### src/rtl/raster_pixel_writer.sv
// raster_pixel_writer
//   Buffers the rasterizer pixel stream in a small FIFO and writes it into the
//   framebuffer through a request/acknowledge port. Also sweeps the whole
//   framebuffer to colour 0 when a clear is requested.
//
// Handshake: mem_req_o is a write offer; mem_addr_o/mem_data_o are held
//   constant while mem_req_o=1 until a cycle with mem_ack_i=1, at whose
//   closing edge the write is considered accepted. The pixel input has no
//   backpressure: a pixel that finds the FIFO full is dropped and counted.
//
// Ports:
//   clk, rst        clock, synchronous active-high reset
//   pix_valid_i     pixel present this cycle
//   pix_addr_i      linear pixel address (y*640+x)
//   pix_color_i     pixel colour
//   clear_req_i     one-cycle pulse requesting a framebuffer clear
//   mem_req_o       write request to the arbiter
//   mem_addr_o      write address (holds last value while idle)
//   mem_data_o      write data (holds last value while idle)
//   mem_ack_i       write accepted this cycle
//   clear_busy_o    clear pending or in progress
//   fifo_count_o    FIFO occupancy
//   overflow_o      sticky: at least one pixel dropped
//   drop_count_o    dropped pixels, saturating
//   idle_o          FSM idle, FIFO empty, no clear pending
//   state_o         FSM state (debug)
module raster_pixel_writer #(
    parameter int DEPTH    = 16,
    parameter int ADDR_W   = 19,
    parameter int COLOR_W  = 4,
    parameter int FB_WORDS = 307200,
    localparam int PTR_W   = $clog2(DEPTH),
    localparam int CNT_W   = PTR_W + 1
) (
    input  logic               clk,
    input  logic               rst,
    input  logic               pix_valid_i,
    input  logic [ADDR_W-1:0]  pix_addr_i,
    input  logic [COLOR_W-1:0] pix_color_i,
    input  logic               clear_req_i,
    output logic               mem_req_o,
    output logic [ADDR_W-1:0]  mem_addr_o,
    output logic [COLOR_W-1:0] mem_data_o,
    input  logic               mem_ack_i,
    output logic               clear_busy_o,
    output logic [CNT_W-1:0]   fifo_count_o,
    output logic               overflow_o,
    output logic [15:0]        drop_count_o,
    output logic               idle_o,
    output logic [1:0]         state_o
);

    typedef enum logic [1:0] {
        ST_IDLE  = 2'd0,
        ST_DRAIN = 2'd1,
        ST_CLEAR = 2'd2
    } state_t;

    localparam int WORD_W = ADDR_W + COLOR_W;

    state_t              state_q, state_d;
    logic [WORD_W-1:0]   fifo_mem_q [DEPTH];
    logic [PTR_W-1:0]    wr_ptr_q, rd_ptr_q;
    logic [CNT_W-1:0]    count_q, count_d;
    logic                clear_pend_q, clear_pend_d;
    logic [ADDR_W-1:0]   clear_cnt_q, clear_cnt_d;
    logic                overflow_q, overflow_d;
    logic [15:0]         drop_q, drop_d;
    logic [ADDR_W-1:0]   hold_addr_q;
    logic [COLOR_W-1:0]  hold_data_q;

    logic                full, push, drop, pop;
    logic                clear_accept, clear_last;
    logic [WORD_W-1:0]   head;

    assign full         = (count_q == CNT_W'(DEPTH));
    // Full is judged on the registered count, so a pop in the same cycle
    // cannot make room for an arriving pixel.
    assign push         = pix_valid_i && !full;
    assign drop         = pix_valid_i && full;
    assign pop          = (state_q == ST_DRAIN) && mem_ack_i;
    assign clear_accept = clear_req_i && !clear_pend_q;
    assign clear_last   = (clear_cnt_q == ADDR_W'(FB_WORDS - 1));
    assign head         = fifo_mem_q[rd_ptr_q];

    always_comb begin
        count_d = count_q;
        if (push && !pop)      count_d = count_q + CNT_W'(1);
        else if (pop && !push) count_d = count_q - CNT_W'(1);
    end

    always_comb begin
        overflow_d = clear_accept ? 1'b0 : overflow_q;
        drop_d     = clear_accept ? 16'd0 : drop_q;
        if (drop) begin
            overflow_d = 1'b1;
            if (drop_d != 16'hFFFF) drop_d = drop_d + 16'd1;
        end
    end

    // FSM next state and memory-port outputs.
    always_comb begin
        state_d      = state_q;
        clear_cnt_d  = clear_cnt_q;
        clear_pend_d = clear_pend_q;
        mem_req_o    = 1'b0;
        mem_addr_o   = hold_addr_q;
        mem_data_o   = hold_data_q;
        if (clear_accept) clear_pend_d = 1'b1;
        unique case (state_q)
            ST_IDLE: begin
                if (clear_pend_q) begin
                    state_d     = ST_CLEAR;
                    clear_cnt_d = '0;
                end else if (count_q != '0) begin
                    state_d = ST_DRAIN;
                end
            end
            ST_DRAIN: begin
                mem_req_o  = 1'b1;
                mem_addr_o = head[WORD_W-1:COLOR_W];
                mem_data_o = head[COLOR_W-1:0];
                // Yield to a pending clear only after the current write lands.
                if (mem_ack_i && (count_d == '0 || clear_pend_q)) state_d = ST_IDLE;
            end
            ST_CLEAR: begin
                mem_req_o  = 1'b1;
                mem_addr_o = clear_cnt_q;
                mem_data_o = '0;
                if (mem_ack_i) begin
                    if (clear_last) begin
                        state_d      = ST_IDLE;
                        clear_pend_d = 1'b0;
                    end else begin
                        clear_cnt_d = clear_cnt_q + ADDR_W'(1);
                    end
                end
            end
            default: state_d = ST_IDLE;
        endcase
    end

    always_ff @(posedge clk) begin
        if (rst) begin
            state_q      <= ST_IDLE;
            wr_ptr_q     <= '0;
            rd_ptr_q     <= '0;
            count_q      <= '0;
            clear_pend_q <= 1'b0;
            clear_cnt_q  <= '0;
            overflow_q   <= 1'b0;
            drop_q       <= '0;
            hold_addr_q  <= '0;
            hold_data_q  <= '0;
        end else begin
            state_q      <= state_d;
            count_q      <= count_d;
            clear_pend_q <= clear_pend_d;
            clear_cnt_q  <= clear_cnt_d;
            overflow_q   <= overflow_d;
            drop_q       <= drop_d;
            hold_addr_q  <= mem_addr_o;
            hold_data_q  <= mem_data_o;
            if (push) wr_ptr_q <= wr_ptr_q + PTR_W'(1);
            if (pop)  rd_ptr_q <= rd_ptr_q + PTR_W'(1);
        end
    end

    // Storage needs no reset; occupancy is tracked by count_q.
    always_ff @(posedge clk) begin
        if (push) fifo_mem_q[wr_ptr_q] <= {pix_addr_i, pix_color_i};
    end

    assign clear_busy_o = clear_pend_q;
    assign fifo_count_o = count_q;
    assign overflow_o   = overflow_q;
    assign drop_count_o = drop_q;
    assign idle_o       = (state_q == ST_IDLE) && (count_q == '0) && !clear_pend_q;
    assign state_o      = state_q;

endmodule

### config.mk
export PLATFORM = sky130hd
export DESIGN_NAME = raster_pixel_writer
export DESIGN_NICKNAME = d
export VERILOG_FILES = /design/src/rtl/raster_pixel_writer.sv
export SDC_FILE = /design/constraint.sdc
export NUM_CORES = 1
export LEC_CHECK = 0
export CAP_MARGIN = 20
export CORE_ASPECT_RATIO = 0.6
export CORE_MARGIN = 8
export CORE_UTILIZATION = 30
export DETAILED_ROUTE_END_ITERATION = 12
export PLACE_DENSITY = 0.53
export SLEW_MARGIN = 10
export SYNTH_ARGS = -nofsm -noshare
export SYNTH_HDL_FRONTEND = slang
export SYNTH_SLANG_ARGS = --single-unit
### constraint.sdc
create_clock -name clk -period 7.2 [get_ports clk]
set_clock_uncertainty 0.2 [all_clocks]
set_input_delay 1.8 -clock clk [delete_from_list [all_inputs] [get_ports clk]]
set_output_delay 1.8 -clock clk [all_outputs]
set_load 0.02 [all_outputs]
== Word level (Yosys, flattened, before mapping) ==
Memories as Yosys holds them, arrays and structs flattened. A register that Yosys moved wholly into a read port is not among the register bits.
Index checks and enable logic that the tools add are counted.
Word-level totals
  bits in registers: 75
  RAM bits: 368
  output and inout port bits: 50
  memories kept: 1
Cells by class
  add/sub/neg operators: 6
  equal/unequal tests: 11
  multiplexer cells: 28
  reductions and logical operators: 23
Memory list
  fifo_mem_q: depth 16, width 23, rd ports 1, clocked after memory_dff 1, wr ports 1, line 62  | logic [WORD_W-1:0] fifo_mem_q [DEPTH];
Operators with widths (count)
  case mux 19 bit (2 select lines): 2
  2-to-1 mux 19 bit: 3
  2-to-1 mux 16 bit: 3
  adder 19 x 1 -> 19 bit, second input constant: 1
  == test 19 bit, second input constant: 1
  adder 16 x 1 -> 16 bit, second input constant: 1
  != test 16 bit, second input constant: 1
  logical NOT 5 bit: 2
  2-to-1 mux 2 bit: 5
  2-to-1 mux 5 bit: 2
  logical AND 1 bit: 9
  2-to-1 mux 1 bit: 9
  adder 4 x 1 -> 4 bit, second input constant: 2
  2-to-1 mux 4 bit: 2
  != test 2 bit, second input constant: 4
  case mux 4 bit (2 select lines): 1
  AND reduction 4 bit: 2
  case mux 2 bit (3 select lines): 1
  adder 5 x 1 -> 5 bit, second input constant: 1
  == test 5 bit, second input constant: 1
  nonzero test 5 bit: 1
  subtractor 5 x 1 -> 5 bit, second input constant: 1
  logical NOT 1 bit: 4
  nonzero test 2 bit: 2
  other kinds (7): 7

== Logic depth before layout (Yosys ltp) ==
  depth in word-level cells: 12
  mapped depth: 10

== Worst setup path before layout ==
No wires, ideal clock.
  path type: input -> register
  start point: input port pix_valid_i
  end point: memory fifo_mem_q[3][0] (netlist name) (enable)
  library setup time: 0.432 ns
  arrival time: 4.128 ns
  required time: 6.568 ns
  slack: 2.441 ns
  cell stages on the path: 4
  path buffers: 0
  cells stage by stage: inv_1 a21oi_1 nand2_1 nor3_1
On the way
  longest elaborated chain between the ends: 3
RTL lines
  start, declared: line 37  | input logic pix_valid_i,
  logical AND 1 bit: line 79  | assign push = pix_valid_i && !full;
  2-to-1 mux 1 bit: line 171  | if (push) fifo_mem_q[wr_ptr_q] <= {pix_addr_i, pix_color_i};
  2-to-1 mux 1 bit (not written as such): line 171
  end, declared: line 62
No other way between the ends.

==> results.yml <==
worst_setup_path:
  worst_path_most_repeated_cell: "mux4_2"
  startpoint_type: "flop"
  r2r_end: "fifo_mem_q[5][0]$_DFFE_PP_"
  path_class: "reg2out"
  path_max_fanout: 38
  crit_buf_inv: 2
  r2r_start: "fifo_count_o[0]$_SDFF_PP0_"
  cp_data_required_time_ns: 5.20
  crit_arrival_ns: 4.00
  cp-end-kind: "output port"
  crit_chain: "buf_4 -> mux4_2 -> mux4_2 -> a22oi_1 -> a21oi_1 -> clkdlybuf4s50_1"
  regToRegSetupSlack_ns: 3.46
  path_delay_family: "multiplexers"
  rr_worst_depth: 7
  cpPeakStageDelay_ns: 0.90
  crit_path_top_delay_cell: "dfxtp_4"
finish:
  drive_above_1_share_pct: 20.68
  final_cells: 1923
  area_growth_pct: 18.00
  final_nets: 1144
logic_synthesis:
  synth_area_leaders: "edfxtp_1, mux4_2, dfxtp_1"
  synth_edf_count: 368
  ys_top_cells_by_count: "edfxtp_1, mux4_2, dfxtp_1"
  ys_ff_latch: 447
  syn_inst: 1009
  synth_cell_types: 64
  synth_most_common_cell: "edfxtp_1"
  ys_warn_count: 0
  synth_top_cell_by_area: "edfxtp_1"
  netlist_area_mm2: 0.01787
  yosys_most_used_dff: "edfxtp_1"
  syn_area_per_cell_um2: 17.71
  syn_nets: 1049
  synth_top_area_share_pct: 61.83
  ys_seq_area_share_pct: 70.68
  async_flop_share_pct: 0
die:
  die_area_mm2: 0.06790
  row_count: 69
  die_x_um: 331.1
  fp.dieH_um: 205.1
  ios: 78
  core-area_mm2: 0.05905
  start_util_pct: 30.27
pwr:
  p_int_mw: 4.811
  pwr-share-clk_pct: 36.2
  switchingPower_mw: 1.680
  seqPwrFrac_pct: 45.9
  switching_share_pct: 25.88
  ir_drop_v: 0.0001720
  powerDensity_mw_per_mm2: 307.8
  p_leak_nw: 6.429
  p_comb_share_pct: 17.9
sta:
  slew_headroom_pct: 26.47
  drv_slew: 0
  grt_setup_unrepaired: "false"
  fin_crit_ns: 6.002
  hold_viol: 0
  tns_ns: 0
  max_freq_ghz: 0.1666
  fin_crit_sh_pct: 83.36
  fin_ws_ns: 1.198
  worstMarginPinSlew_ns: 1.103
  timing.hold.ws_ns: 0.2696
  setup_violations: 0
cts:
  post_cts_buffers: 0
  clkTransAtPathRegs_ns: 0.06
  hold_buffers: 0
  clockBufferDepth: 3
  cts_tree: "done"
  cts_root_buffer: "clkbuf_16"
  cts_sinks: 447
  clock_latency_ns: 0.56
  htreeDepth: 2
  post_cts_resized: 0
  cts_buffers: 45
worst_hold_path:
  hold_start: "overflow_o$_SDFFE_PP0P_"
  min_to: "overflow_o$_SDFFE_PP0P_"
  hold_path_depth: 2
  worstHoldPathType: "reg2reg"
placement:
  dp_slack_ns: 1.706
  place.gp.congestion: 0.7571
  placedCellCount: 1838
  hpwl_mm: 25.95
  io_buffers: 77
grt:
  overflow: 0
  grt_pass1_wl_mm: 65.57
  grt_max_degree: 45
  grt_util_all_layers_pct: 13.05
  grt_pass1_vias: 9355
  antenna_found_initial: 5
route:
  antenna_left: 0
  wl_per_cell_um: 23.17
  met1_length_mm: 21.32
  wl_met3_mm: 3.328
  via_per_inst: 4.936
  drc: 0
  drt_wl_total_mm: 44.56
  firstDrtPassIters: 5
  via_count: 9492
  drtIter0Drc: 916
  dr_wl_met2_mm: 19.15
  topRoutingLayerUsed: "met5"
status:
  status: "completed"
run:
  maxCapViolations: 0
-- flip-flops by register name, summed over array words and instances (netlist names), named ones only --
signal	count
clear_busy_o	1
clear_cnt_q	19
drop_count_o	16
fifo_count_o	5
fifo_mem_q	368
hold_addr_q	19
hold_data_q	4
overflow_o	1
rd_ptr_q	4
state_o	2
wr_ptr_q	4
-- worst register-to-register path, delay by kind of cell (launching register included) --
kind / cells / cell delay (ns)
flops: 1 / 0.49
buf+inv: 2 / 0.61
fa+ha+maj: 1 / 0.27
compound gates: 1 / 0.88
simple gates: 3 / 0.90
-- stage by stage --
stage / util [%] / area, µm² / power, mW
after floorplan: - / 17870 / 3.757
after global placement: 33.21 / 19610 / 4.209
after detailed placement: 33.21 / 19610 / 4.213
after CTS: 35.71 / 21090 / 6.569
after global routing: 35.71 / 21090 / 6.761
final: 35.71 / 21090 / 6.492
-- cell usage in the layout, fill, tap and decap left out, types with 4 or more instances in the layout --
cell type / count
edfxtp_1: 368
mux4_2: 115
dfxtp_1: 76
clkdlybuf4s50_1: 76
nor2_1: 66
clkbuf_16: 47
nand2_1: 39
a21oi_1: 36
buf_4: 28
nor2b_1: 27
xnor2_1: 23
a22oi_1: 19
nand3_1: 18
inv_1: 16
nor2_2: 12
xor2_1: 12
ha_1: 12
a211oi_1: 11
clkinv_1: 11
nand4_1: 9
clkinv_2: 8
clkbuf_1: 8
and3_1: 7
nand2b_1: 6
nor3_1: 5
bufinv_16: 5
a31o_1: 4
nor3_2: 4
or3_1: 4
o21ai_0: 4
nor4_1: 4
-- how the worst max path moves through the flow --
stage	startpoint	cells after the start	endpoint	slack, ns
2_1_floorplan	pix_valid_i	4	fifo_mem_q[3][0]$_DFFE_PP_	2.44
3_3_place_gp	flop	6	mem_addr_o[18]	1.73
3_5_place_dp	flop	6	mem_addr_o[18]	1.71
4_1_cts	flop	6	mem_addr_o[18]	1.07
5_1_grt	flop	6	mem_addr_o[18]	0.92
6_report	flop	6	mem_addr_o[18]	1.20
-- area by class of cell --
type / count / area, µm²
multi-input combinational: 488 / 4938
sequential: 447 / 12640
clock inverter: 29 / 269.0
clock buffer: 55 / 1206
fill: 5513 / 37960
timing repair buffer: 106 / 996.0
inverter: 16 / 60.06
antenna: 1 / 2.502
tap: 781 / 977.2
-- per-layer routing --
layer | vias to the layer above | GRT usage (%)
met5 | - | 0
met4 | 8 | 2.714
met3 | 63 | 3.239
met2 | 281 | 19.14
met1 | 4940 | 19.46
li1 | 4200 | -
-- power by group through the flow --
stage / logic (mW) / clock network [mW] / registers [mW]
CTS: 1.18 / 2.41 / 2.98
floorplan: 0.760 / 0 / 3.00
global route: 1.26 / 2.51 / 2.99
finish: 1.16 / 2.35 / 2.98
global placement: 1.18 / 0 / 3.03
detailed placement: 1.18 / 0 / 3.03
-- cell families after synthesis --
logic type	Yosys count	synth area share (%)
xor+xnor	35	1.715
mux	118	14.67
flops	447	70.68
buf+inv	74	1.974
simple gates	220	6.209
compound gates	103	3.913
fa+ha+maj	12	0.8400
(Power assumes the default switching activity.)
